## src/rtl/fpu_ss_issue_scoreboard_if.sv

```systemverilog
// Purpose: issue, FU-request, writeback and forwarding bundle of the FPU issue scoreboard.
// Ports: issue_* (decoded instruction in, issue_ready out), fu_valid/fu_ready request to the FU,
//        wb_* per writeback port, fpr_we per port, fwd_valid/fwd_port per source operand.
interface fpu_ss_issue_scoreboard_if #(
  parameter int NUM_REGS = 32,
  parameter int NUM_OPS  = 3,
  parameter int NUM_WB   = 2
);
  localparam int AW = $clog2(NUM_REGS);
  localparam int WW = (NUM_WB > 1) ? $clog2(NUM_WB) : 1;

  logic                  issue_valid_i;
  logic                  issue_ready_o;
  logic [NUM_OPS*AW-1:0] issue_rs_i;
  logic [NUM_OPS-1:0]    issue_rs_used_i;
  logic [AW-1:0]         issue_rd_i;
  logic                  issue_rd_fp_i;
  logic                  fu_valid_o;
  logic                  fu_ready_i;
  logic [NUM_WB-1:0]     wb_valid_i;
  logic [NUM_WB-1:0]     wb_ready_o;
  logic [NUM_WB*AW-1:0]  wb_addr_i;
  logic [NUM_WB-1:0]     wb_fp_i;
  logic [NUM_WB-1:0]     fpr_we_o;
  logic [NUM_OPS-1:0]    fwd_valid_o;
  logic [NUM_OPS*WW-1:0] fwd_port_o;

  // Driver side: decoder, functional units and writeback sources.
  modport master (
    output issue_valid_i, issue_rs_i, issue_rs_used_i, issue_rd_i, issue_rd_fp_i,
    output fu_ready_i, wb_valid_i, wb_addr_i, wb_fp_i,
    input  issue_ready_o, fu_valid_o, wb_ready_o, fpr_we_o, fwd_valid_o, fwd_port_o
  );

  // Scoreboard side.
  modport slave (
    input  issue_valid_i, issue_rs_i, issue_rs_used_i, issue_rd_i, issue_rd_fp_i,
    input  fu_ready_i, wb_valid_i, wb_addr_i, wb_fp_i,
    output issue_ready_o, fu_valid_o, wb_ready_o, fpr_we_o, fwd_valid_o, fwd_port_o
  );
endinterface

```

## src/rtl/fpu_ss_issue_scoreboard.sv

```systemverilog
// Purpose: gates FPU instruction issue on a per-FP-register scoreboard and an outstanding-op
//          limit, accepts NUM_WB writeback ports and forwards same-cycle FP writebacks.
// Ports: clk_i/rst_ni (async active-low), flush_i sync kill, bus_if (issue/FU/writeback/forward),
//        outstanding_o count, busy_o, err_o sticky underflow flag. Issue decision is combinational.
module fpu_ss_issue_scoreboard #(
  parameter int NUM_REGS        = 32,
  parameter int NUM_OPS         = 3,
  parameter int NUM_WB          = 2,
  parameter int MAX_OUTSTANDING = 4,
  parameter bit FORWARDING      = 1'b1,
  parameter bit OUT_OF_ORDER    = 1'b1,
  localparam int AW = $clog2(NUM_REGS),
  localparam int WW = (NUM_WB > 1) ? $clog2(NUM_WB) : 1,
  localparam int CW = $clog2(MAX_OUTSTANDING + 1)
) (
  input  logic                         clk_i,
  input  logic                         rst_ni,
  input  logic                         flush_i,
  fpu_ss_issue_scoreboard_if.slave     bus_if,
  output logic [CW-1:0]                outstanding_o,
  output logic                         busy_o,
  output logic                         err_o
);
  localparam int PW = $clog2(NUM_WB + 1);
  localparam int SW = CW + PW + 1;

  logic [NUM_REGS-1:0]   r_sb;
  logic [CW-1:0]         r_cnt;
  logic                  r_err;

  logic [NUM_WB-1:0]     w_wb_ready;
  logic [NUM_WB-1:0]     w_fire;
  logic [NUM_WB-1:0]     w_fp_fire;
  logic [PW-1:0]         w_pop;
  logic                  w_any_fire;
  logic [NUM_OPS-1:0]    w_hit;
  logic [NUM_OPS*WW-1:0] w_hit_port;
  logic [NUM_OPS-1:0]    w_fwd_valid;
  logic [NUM_OPS*WW-1:0] w_fwd_port;
  logic                  w_raw_unres;
  logic                  w_rd_clr;
  logic                  w_waw;
  logic                  w_room;
  logic                  w_order_ok;
  logic                  w_fu_valid;
  logic                  w_issue_fire;
  logic [NUM_REGS-1:0]   w_sb_next;
  logic [SW-1:0]         w_sum;
  logic                  w_underflow;
  logic [CW-1:0]         w_cnt_next;

  // Two FP writebacks to one register in the same cycle would race in the RF:
  // the lowest port wins and the higher one is back-pressured for a retry.
  always_comb begin
    w_wb_ready = '1;
    for (int p = 1; p < NUM_WB; p++) begin
      for (int q = 0; q < p; q++) begin
        if (bus_if.wb_valid_i[q] && bus_if.wb_fp_i[q] && bus_if.wb_fp_i[p] &&
            (bus_if.wb_addr_i[q*AW +: AW] == bus_if.wb_addr_i[p*AW +: AW]))
          w_wb_ready[p] = 1'b0;
      end
    end
  end

  assign w_fire     = bus_if.wb_valid_i & w_wb_ready;
  assign w_fp_fire  = w_fire & bus_if.wb_fp_i;
  assign w_any_fire = |w_fire;

  always_comb begin
    w_pop = '0;
    for (int p = 0; p < NUM_WB; p++) w_pop = w_pop + PW'(w_fire[p]);
  end

  // Per operand: lowest FP port firing to rs_k (descending scan so lowest overwrites last).
  always_comb begin
    w_hit       = '0;
    w_hit_port  = '0;
    w_fwd_valid = '0;
    w_fwd_port  = '0;
    w_raw_unres = 1'b0;
    for (int k = 0; k < NUM_OPS; k++) begin
      for (int p = NUM_WB - 1; p >= 0; p--) begin
        if (w_fp_fire[p] && (bus_if.wb_addr_i[p*AW +: AW] == bus_if.issue_rs_i[k*AW +: AW])) begin
          w_hit[k]                = 1'b1;
          w_hit_port[k*WW +: WW]  = WW'(p);
        end
      end
      if (bus_if.issue_rs_used_i[k] && r_sb[bus_if.issue_rs_i[k*AW +: AW]]) begin
        if (FORWARDING && w_hit[k]) begin
          w_fwd_valid[k]          = 1'b1;
          w_fwd_port[k*WW +: WW]  = w_hit_port[k*WW +: WW];
        end else begin
          w_raw_unres = 1'b1;
        end
      end
    end
  end

  always_comb begin
    w_rd_clr = 1'b0;
    for (int p = 0; p < NUM_WB; p++)
      if (w_fp_fire[p] && (bus_if.wb_addr_i[p*AW +: AW] == bus_if.issue_rd_i)) w_rd_clr = 1'b1;
  end

  assign w_waw        = bus_if.issue_rd_fp_i & r_sb[bus_if.issue_rd_i] & ~w_rd_clr;
  // A retire in the same cycle frees a slot, so a full window can still accept one issue.
  assign w_room       = (r_cnt < CW'(MAX_OUTSTANDING)) |
                        ((r_cnt == CW'(MAX_OUTSTANDING)) & w_any_fire);
  assign w_order_ok   = OUT_OF_ORDER | (r_cnt == '0) | ((r_cnt == CW'(1)) & w_any_fire);
  assign w_fu_valid   = bus_if.issue_valid_i & ~flush_i & ~w_raw_unres & ~w_waw & w_room & w_order_ok;
  assign w_issue_fire = w_fu_valid & bus_if.fu_ready_i;

  // Clears first, then the issue set, so a same-address set/clear leaves the bit busy.
  always_comb begin
    w_sb_next = r_sb;
    for (int p = 0; p < NUM_WB; p++)
      if (w_fp_fire[p]) w_sb_next[bus_if.wb_addr_i[p*AW +: AW]] = 1'b0;
    if (w_issue_fire && bus_if.issue_rd_fp_i) w_sb_next[bus_if.issue_rd_i] = 1'b1;
  end

  assign w_sum       = SW'(r_cnt) + SW'(w_issue_fire);
  assign w_underflow = (w_sum < SW'(w_pop));
  assign w_cnt_next  = w_underflow ? '0 : CW'(w_sum - SW'(w_pop));

  always_ff @(posedge clk_i or negedge rst_ni) begin
    if (!rst_ni) begin
      r_sb  <= '0;
      r_cnt <= '0;
      r_err <= 1'b0;
    end else if (flush_i) begin
      r_sb  <= '0;
      r_cnt <= '0;
      r_err <= 1'b0;
    end else begin
      r_sb  <= w_sb_next;
      r_cnt <= w_cnt_next;
      r_err <= r_err | w_underflow;
    end
  end

  assign bus_if.wb_ready_o    = w_wb_ready;
  assign bus_if.fpr_we_o      = w_fp_fire & {NUM_WB{~flush_i}};
  assign bus_if.fwd_valid_o   = w_fwd_valid;
  assign bus_if.fwd_port_o    = w_fwd_port;
  assign bus_if.fu_valid_o    = w_fu_valid;
  assign bus_if.issue_ready_o = w_issue_fire;
  assign outstanding_o        = r_cnt;
  assign busy_o               = (r_cnt != '0);
  assign err_o                = r_err;
endmodule

```

## src/flat_wrapper.sv

```systemverilog
// flat-port wrapper written by rule: the top's interface ports become plain ports
module fpu_ss_issue_scoreboard_flat 
#(
  parameter int NUM_REGS        = 32,
  parameter int NUM_OPS         = 3,
  parameter int NUM_WB          = 2,
  parameter int MAX_OUTSTANDING = 4,
  parameter bit FORWARDING      = 1'b1,
  parameter bit OUT_OF_ORDER    = 1'b1,
  localparam int AW = $clog2(NUM_REGS),
  localparam int WW = (NUM_WB > 1) ? $clog2(NUM_WB) : 1,
  localparam int CW = $clog2(MAX_OUTSTANDING + 1)
)
  (clk_i, rst_ni, flush_i, outstanding_o, busy_o, err_o, bus_if_issue_valid_i, bus_if_issue_rs_i, bus_if_issue_rs_used_i, bus_if_issue_rd_i, bus_if_issue_rd_fp_i, bus_if_fu_ready_i, bus_if_wb_valid_i, bus_if_wb_addr_i, bus_if_wb_fp_i, bus_if_issue_ready_o, bus_if_fu_valid_o, bus_if_wb_ready_o, bus_if_fpr_we_o, bus_if_fwd_valid_o, bus_if_fwd_port_o);
  fpu_ss_issue_scoreboard_if #(.NUM_REGS(NUM_REGS), .NUM_OPS(NUM_OPS), .NUM_WB(NUM_WB)) bus_if_i ();
  input  logic clk_i;
  input  logic rst_ni;
  input  logic flush_i;
  output logic [CW-1:0] outstanding_o;
  output logic busy_o;
  output logic err_o;
  input wire logic [$bits(bus_if_i.issue_valid_i)-1:0] bus_if_issue_valid_i;
  input wire logic [$bits(bus_if_i.issue_rs_i)-1:0] bus_if_issue_rs_i;
  input wire logic [$bits(bus_if_i.issue_rs_used_i)-1:0] bus_if_issue_rs_used_i;
  input wire logic [$bits(bus_if_i.issue_rd_i)-1:0] bus_if_issue_rd_i;
  input wire logic [$bits(bus_if_i.issue_rd_fp_i)-1:0] bus_if_issue_rd_fp_i;
  input wire logic [$bits(bus_if_i.fu_ready_i)-1:0] bus_if_fu_ready_i;
  input wire logic [$bits(bus_if_i.wb_valid_i)-1:0] bus_if_wb_valid_i;
  input wire logic [$bits(bus_if_i.wb_addr_i)-1:0] bus_if_wb_addr_i;
  input wire logic [$bits(bus_if_i.wb_fp_i)-1:0] bus_if_wb_fp_i;
  output wire logic [$bits(bus_if_i.issue_ready_o)-1:0] bus_if_issue_ready_o;
  output wire logic [$bits(bus_if_i.fu_valid_o)-1:0] bus_if_fu_valid_o;
  output wire logic [$bits(bus_if_i.wb_ready_o)-1:0] bus_if_wb_ready_o;
  output wire logic [$bits(bus_if_i.fpr_we_o)-1:0] bus_if_fpr_we_o;
  output wire logic [$bits(bus_if_i.fwd_valid_o)-1:0] bus_if_fwd_valid_o;
  output wire logic [$bits(bus_if_i.fwd_port_o)-1:0] bus_if_fwd_port_o;
  assign bus_if_i.issue_valid_i = bus_if_issue_valid_i;
  assign bus_if_i.issue_rs_i = bus_if_issue_rs_i;
  assign bus_if_i.issue_rs_used_i = bus_if_issue_rs_used_i;
  assign bus_if_i.issue_rd_i = bus_if_issue_rd_i;
  assign bus_if_i.issue_rd_fp_i = bus_if_issue_rd_fp_i;
  assign bus_if_i.fu_ready_i = bus_if_fu_ready_i;
  assign bus_if_i.wb_valid_i = bus_if_wb_valid_i;
  assign bus_if_i.wb_addr_i = bus_if_wb_addr_i;
  assign bus_if_i.wb_fp_i = bus_if_wb_fp_i;
  assign bus_if_issue_ready_o = bus_if_i.issue_ready_o;
  assign bus_if_fu_valid_o = bus_if_i.fu_valid_o;
  assign bus_if_wb_ready_o = bus_if_i.wb_ready_o;
  assign bus_if_fpr_we_o = bus_if_i.fpr_we_o;
  assign bus_if_fwd_valid_o = bus_if_i.fwd_valid_o;
  assign bus_if_fwd_port_o = bus_if_i.fwd_port_o;
  fpu_ss_issue_scoreboard #(.NUM_REGS(NUM_REGS), .NUM_OPS(NUM_OPS), .NUM_WB(NUM_WB), .MAX_OUTSTANDING(MAX_OUTSTANDING), .FORWARDING(FORWARDING), .OUT_OF_ORDER(OUT_OF_ORDER)) u_core (.clk_i(clk_i), .rst_ni(rst_ni), .flush_i(flush_i), .bus_if(bus_if_i), .outstanding_o(outstanding_o), .busy_o(busy_o), .err_o(err_o));
endmodule
```

## config.mk

```make
export PLATFORM = sky130hd
export DESIGN_NAME = fpu_ss_issue_scoreboard_flat
export DESIGN_NICKNAME = d
export VERILOG_FILES = /design/src/rtl/fpu_ss_issue_scoreboard_if.sv /design/src/rtl/fpu_ss_issue_scoreboard.sv /design/src/flat_wrapper.sv
export SDC_FILE = /design/constraint.sdc
export NUM_CORES = 1
export LEC_CHECK = 0
export ABC_AREA = 0
export CORE_UTILIZATION = 56
export DETAILED_ROUTE_END_ITERATION = 10
export PLACE_DENSITY = 0.91
export SYNTH_ARGS = -nofsm -noshare
export SYNTH_HDL_FRONTEND = slang
export SYNTH_SLANG_ARGS = --single-unit
```

## constraint.sdc

```tcl
create_clock -name clk_i -period 3.7 [get_ports clk_i]
set_input_delay 0.555 -clock clk_i [delete_from_list [all_inputs] [get_ports clk_i]]
set_output_delay 0.555 -clock clk_i [all_outputs]
set_load 0.02 [all_outputs]
```

==> impl_metrics.py <==
metrics = {
    "min_path": {
        "min_path_cells": 2,
        "hp-start": "u_core.err_o",
        "min_delay_worst_endpoint": "u_core.err_o",
        "hold_path.class": "reg -> reg",
    },
    "clocking": {
        "clk_latency_ns": 0.30,
        "cts_inserted_buffers": 5,
        "cts-root-buf": "clkbuf_8",
        "clockBufferDepth": 2,
        "path_clk_slew_ns": 0.07,
        "numClockSinks": 36,
        "hold_buffers": 0,
        "cts_tree": "yes",
        "ctsHtreeMaxLevel": 2,
    },
    "placed_design": {
        "gp_routability_congestion": 1.01,
        "portBuffers": 58,
        "dp_hpwl_um": 11400,
    },
    "worst_setup_path": {
        "r2r_start": "u_core.r_sb[3]",
        "ff2ff_path_depth": 14,
        "crit_slowest_cell": "clkdlybuf4s50_1",
        "r2r_setup_slack_ns": 0.19,
        "max_stage_delay_ns": 0.42,
        "timing.rr.end": "u_core.err_o",
        "start_kind": "input port",
        "cp.required_ns": 3.14,
        "path_class": "in -> out",
        "endpoint_kind": "output port",
        "arrival_ns": 3.21,
        "worstPathCellList": "clkdlybuf4s50_1 -> nand2_1 -> and2_4 -> inv_2 -> ha_4 -> o31ai_4 -> nand3b_1 -> buf_6 -> nor3_1 -> o211ai_1 -> o221ai_4 -> nand4_1 -> inv_1 -> dlygate4sd2_1",
        "cp_max_fo": 2,
    },
    "routing": {
        "postRouteAntennaNets": 0,
        "drt_first_pass_iters": 5,
        "drt_iter0_drc": 742,
        "dr_total_vias": 4778,
        "wl_um": 17100,
        "drcViolationCount": 0,
        "wire_per_inst_um": 26.3,
        "drt-vias-per-instance": 7.33,
    },
    "yosys": {
        "ys_types": 53,
        "ys.flop_type": "dfrtp_1",
        "ys_seq_elements": 36,
        "synth_cells": 456,
        "yosys_warnings": 0,
        "syn_area_per_cell_um2": 9.22,
        "syn-num-nets": 504,
        "synth-edff-count": 0,
        "synthArstFlopShare_pct": 100,
        "syn_area_um2": 4210,
        "seq_area_frac_synth_pct": 21.4,
    },
    "die": {
        "start_util_pct": 58.0,
        "dieHeight_um": 88.7,
        "die-area_um2": 7860,
        "ioPinCount": 60,
        "core-area_um2": 7250,
        "die_w_um": 88.7,
        "rows": 31,
    },
    "sta": {
        "worst_slew_pin_slew_ns": 0.844,
        "final-max-slew-violation-count": 0,
        "finalHoldViolations": 0,
        "skew_ns": 0.00706,
        "fmax_mhz": 266,
        "layout_min_cycle_time_ns": 3.76,
        "min_period_over_period_pct": 102,
        "setup_slack_ns": -0.0626,
        "slew_headroom_pct": 43.3,
        "setup_viol": 5,
    },
    "final_layout": {
        "syn2layout_area_growth_pct": 30.6,
        "drive_gt1_share_pct": 29.3,
        "final_util_pct": 75.7,
        "seq_area_um2": 901,
        "layout.nets": 600,
        "multi_input_area_um2": 3140,
        "diodes": 0,
        "fillers": 490,
    },
    "power": {
        "leakage_nw": 2.22,
        "total_power_w": 0.00122,
        "peakVddDrop_mv": 0.261,
        "powerDensity_nw_per_um2": 221,
    },
    "global_routing": {
        "grt_max_degree": 40,
        "gr-total-overflow": 0,
        "grt_use_total_pct": 43.7,
        "grt_pass1_wl_um": 24800,
        "grt_pass1_vias": 4657,
        "antenna_found_initial": 1,
    },
    "run": {
        "drv_cap": 0,
    },
    "outcome": {
        "outcome": "finished, violations left",
        "violations": "setup timing",
    },
}
[critical path, delay by kind of cell]
kind            cells  cell delay [ns]
compound gates      3             0.55
fa+ha+maj           1             0.15
buf+inv             5             1.03
simple gates        5             0.91
[synth_stat cells (all sizes together) (2+ instances only)]
cell,instances,share of area [%]
nor3,16,1.9
mux2,4,1.1
and3,4,0.59
xnor2,24,5.0
nand3,35,4.2
and2,4,0.59
or3b,5,1.1
o22ai,3,0.45
nand2,13,1.2
nor4,2,0.30
mux4,24,13
buf,25,4.2
o41ai,6,1.8
nand3b,14,2.5
dfrtp,36,21
ha,4,1.2
o21ai,30,4.6
nor2b,37,5.5
nand4,6,1.2
clkbuf,19,1.7
or3,5,0.74
nand2b,2,0.30
o31ai,2,0.36
xor2,23,4.8
o221ai,33,7.0
a211oi,4,0.71
nor2,19,1.7
a21oi,5,0.59
mux2i,25,5.9
inv,10,0.89
nor3b,6,1.1
[cell usage in the layout (no fill, tap or decap), types with 11 or more instances in the layout]
cell type        instances
nand3b_1                14
o221ai_1                32
nor2b_1                 37
nand3_1                 35
nor3_1                  15
mux2i_1                 25
nor2_1                  17
xnor2_1                 22
nand2_1                 12
o21ai_2                 11
mux4_2                  23
xor2_1                  22
o21ai_0                 13
dfrtp_1                 36
clkdlybuf4s50_1         36
buf_4                   69
[final cells by class]
class / count / area share, %
Tap cell: 99 / 2.26
Multi-Input combinational cell: 366 / 57.2
Clock buffer: 6 / 1.32
Timing Repair Buffer: 133 / 21.5
Clock inverter: 2 / 0.638
Inverter: 10 / 0.683
Sequential cell: 36 / 16.4
[state kept, by name, indices dropped and copies added, names as in the netlist]
| signal | cells |
|---|---|
| u_core.err_o | 1 |
| u_core.outstanding_o | 3 |
| u_core.r_sb | 32 |
[kinds of logic (layout without fill, tap and decap cells)]
kind of cell,count (synthesis),in the layout,share of synthesized area [%]
mux,53,53,20.0
buf+inv,54,151,6.78
flops,36,36,21.4
compound gates,91,91,17.3
simple gates,169,169,23.1
xor+xnor,47,47,9.79
fa+ha+maj,5,5,1.67
other cells,1,1,0.0891
[routing by layer]
layer  up-vias  part of all wire (%)  track usage (%)
met5         -                     0                0
met4         0                   7.6             28.0
met3       153                    15             13.2
met2       503                    44             65.9
met1      2211                    34             54.5
li1       1911                     -                -
[worst max path at each step]
stage                             start                   end  slack [ns]  cells past startpoint
floorplan           bus_if_wb_addr_i[6]          u_core.err_o       -0.03                     20
global placement    bus_if_wb_addr_i[5]     bus_if_fu_valid_o       -0.46                     15
detailed placement  bus_if_wb_addr_i[0]          u_core.err_o       -0.55                     20
CTS                 bus_if_wb_addr_i[1]          u_core.err_o       0.003                     20
global route        bus_if_wb_addr_i[9]          u_core.err_o       -0.16                     23
finish                bus_if_wb_fp_i[1]  bus_if_issue_ready_o       -0.06                     14
[power by group]
part           internal (W)  total (W)  leakage [nW]  switching [W]
registers          0.000399   0.000410         0.501      0.0000102
clock network      0.000200   0.000350        0.0552       0.000149
logic              0.000203   0.000457          1.66       0.000254
total              0.000802    0.00122          2.22       0.000414
[timing repair]
item                                    in CTS  in global routing
pin swaps                                   21                 19
gates cloned                                 0                  1
endpoints found under the setup margin       7                 12
setup buffers                                5                  1
resized for setup                           39                 30
[metrics by stage]
step	setup TNS, ns	hold WS (ns)	instance area [um^2]	instances	setup slack, ns
2_1_floorplan	-0.0328	0.259	4270	456	-0.0328
3_3_place_gp	-2.30	0.485	5240	637	-0.465
3_5_place_dp	-3.44	0.496	5240	637	-0.555
4_1_cts	0	0.508	5400	650	0.00273
5_1_grt	-0.841	0.569	5490	652	-0.155
6_report	-0.261	0.525	5490	652	-0.0626
No activity file was read; power rests on OpenSTA's default activity.
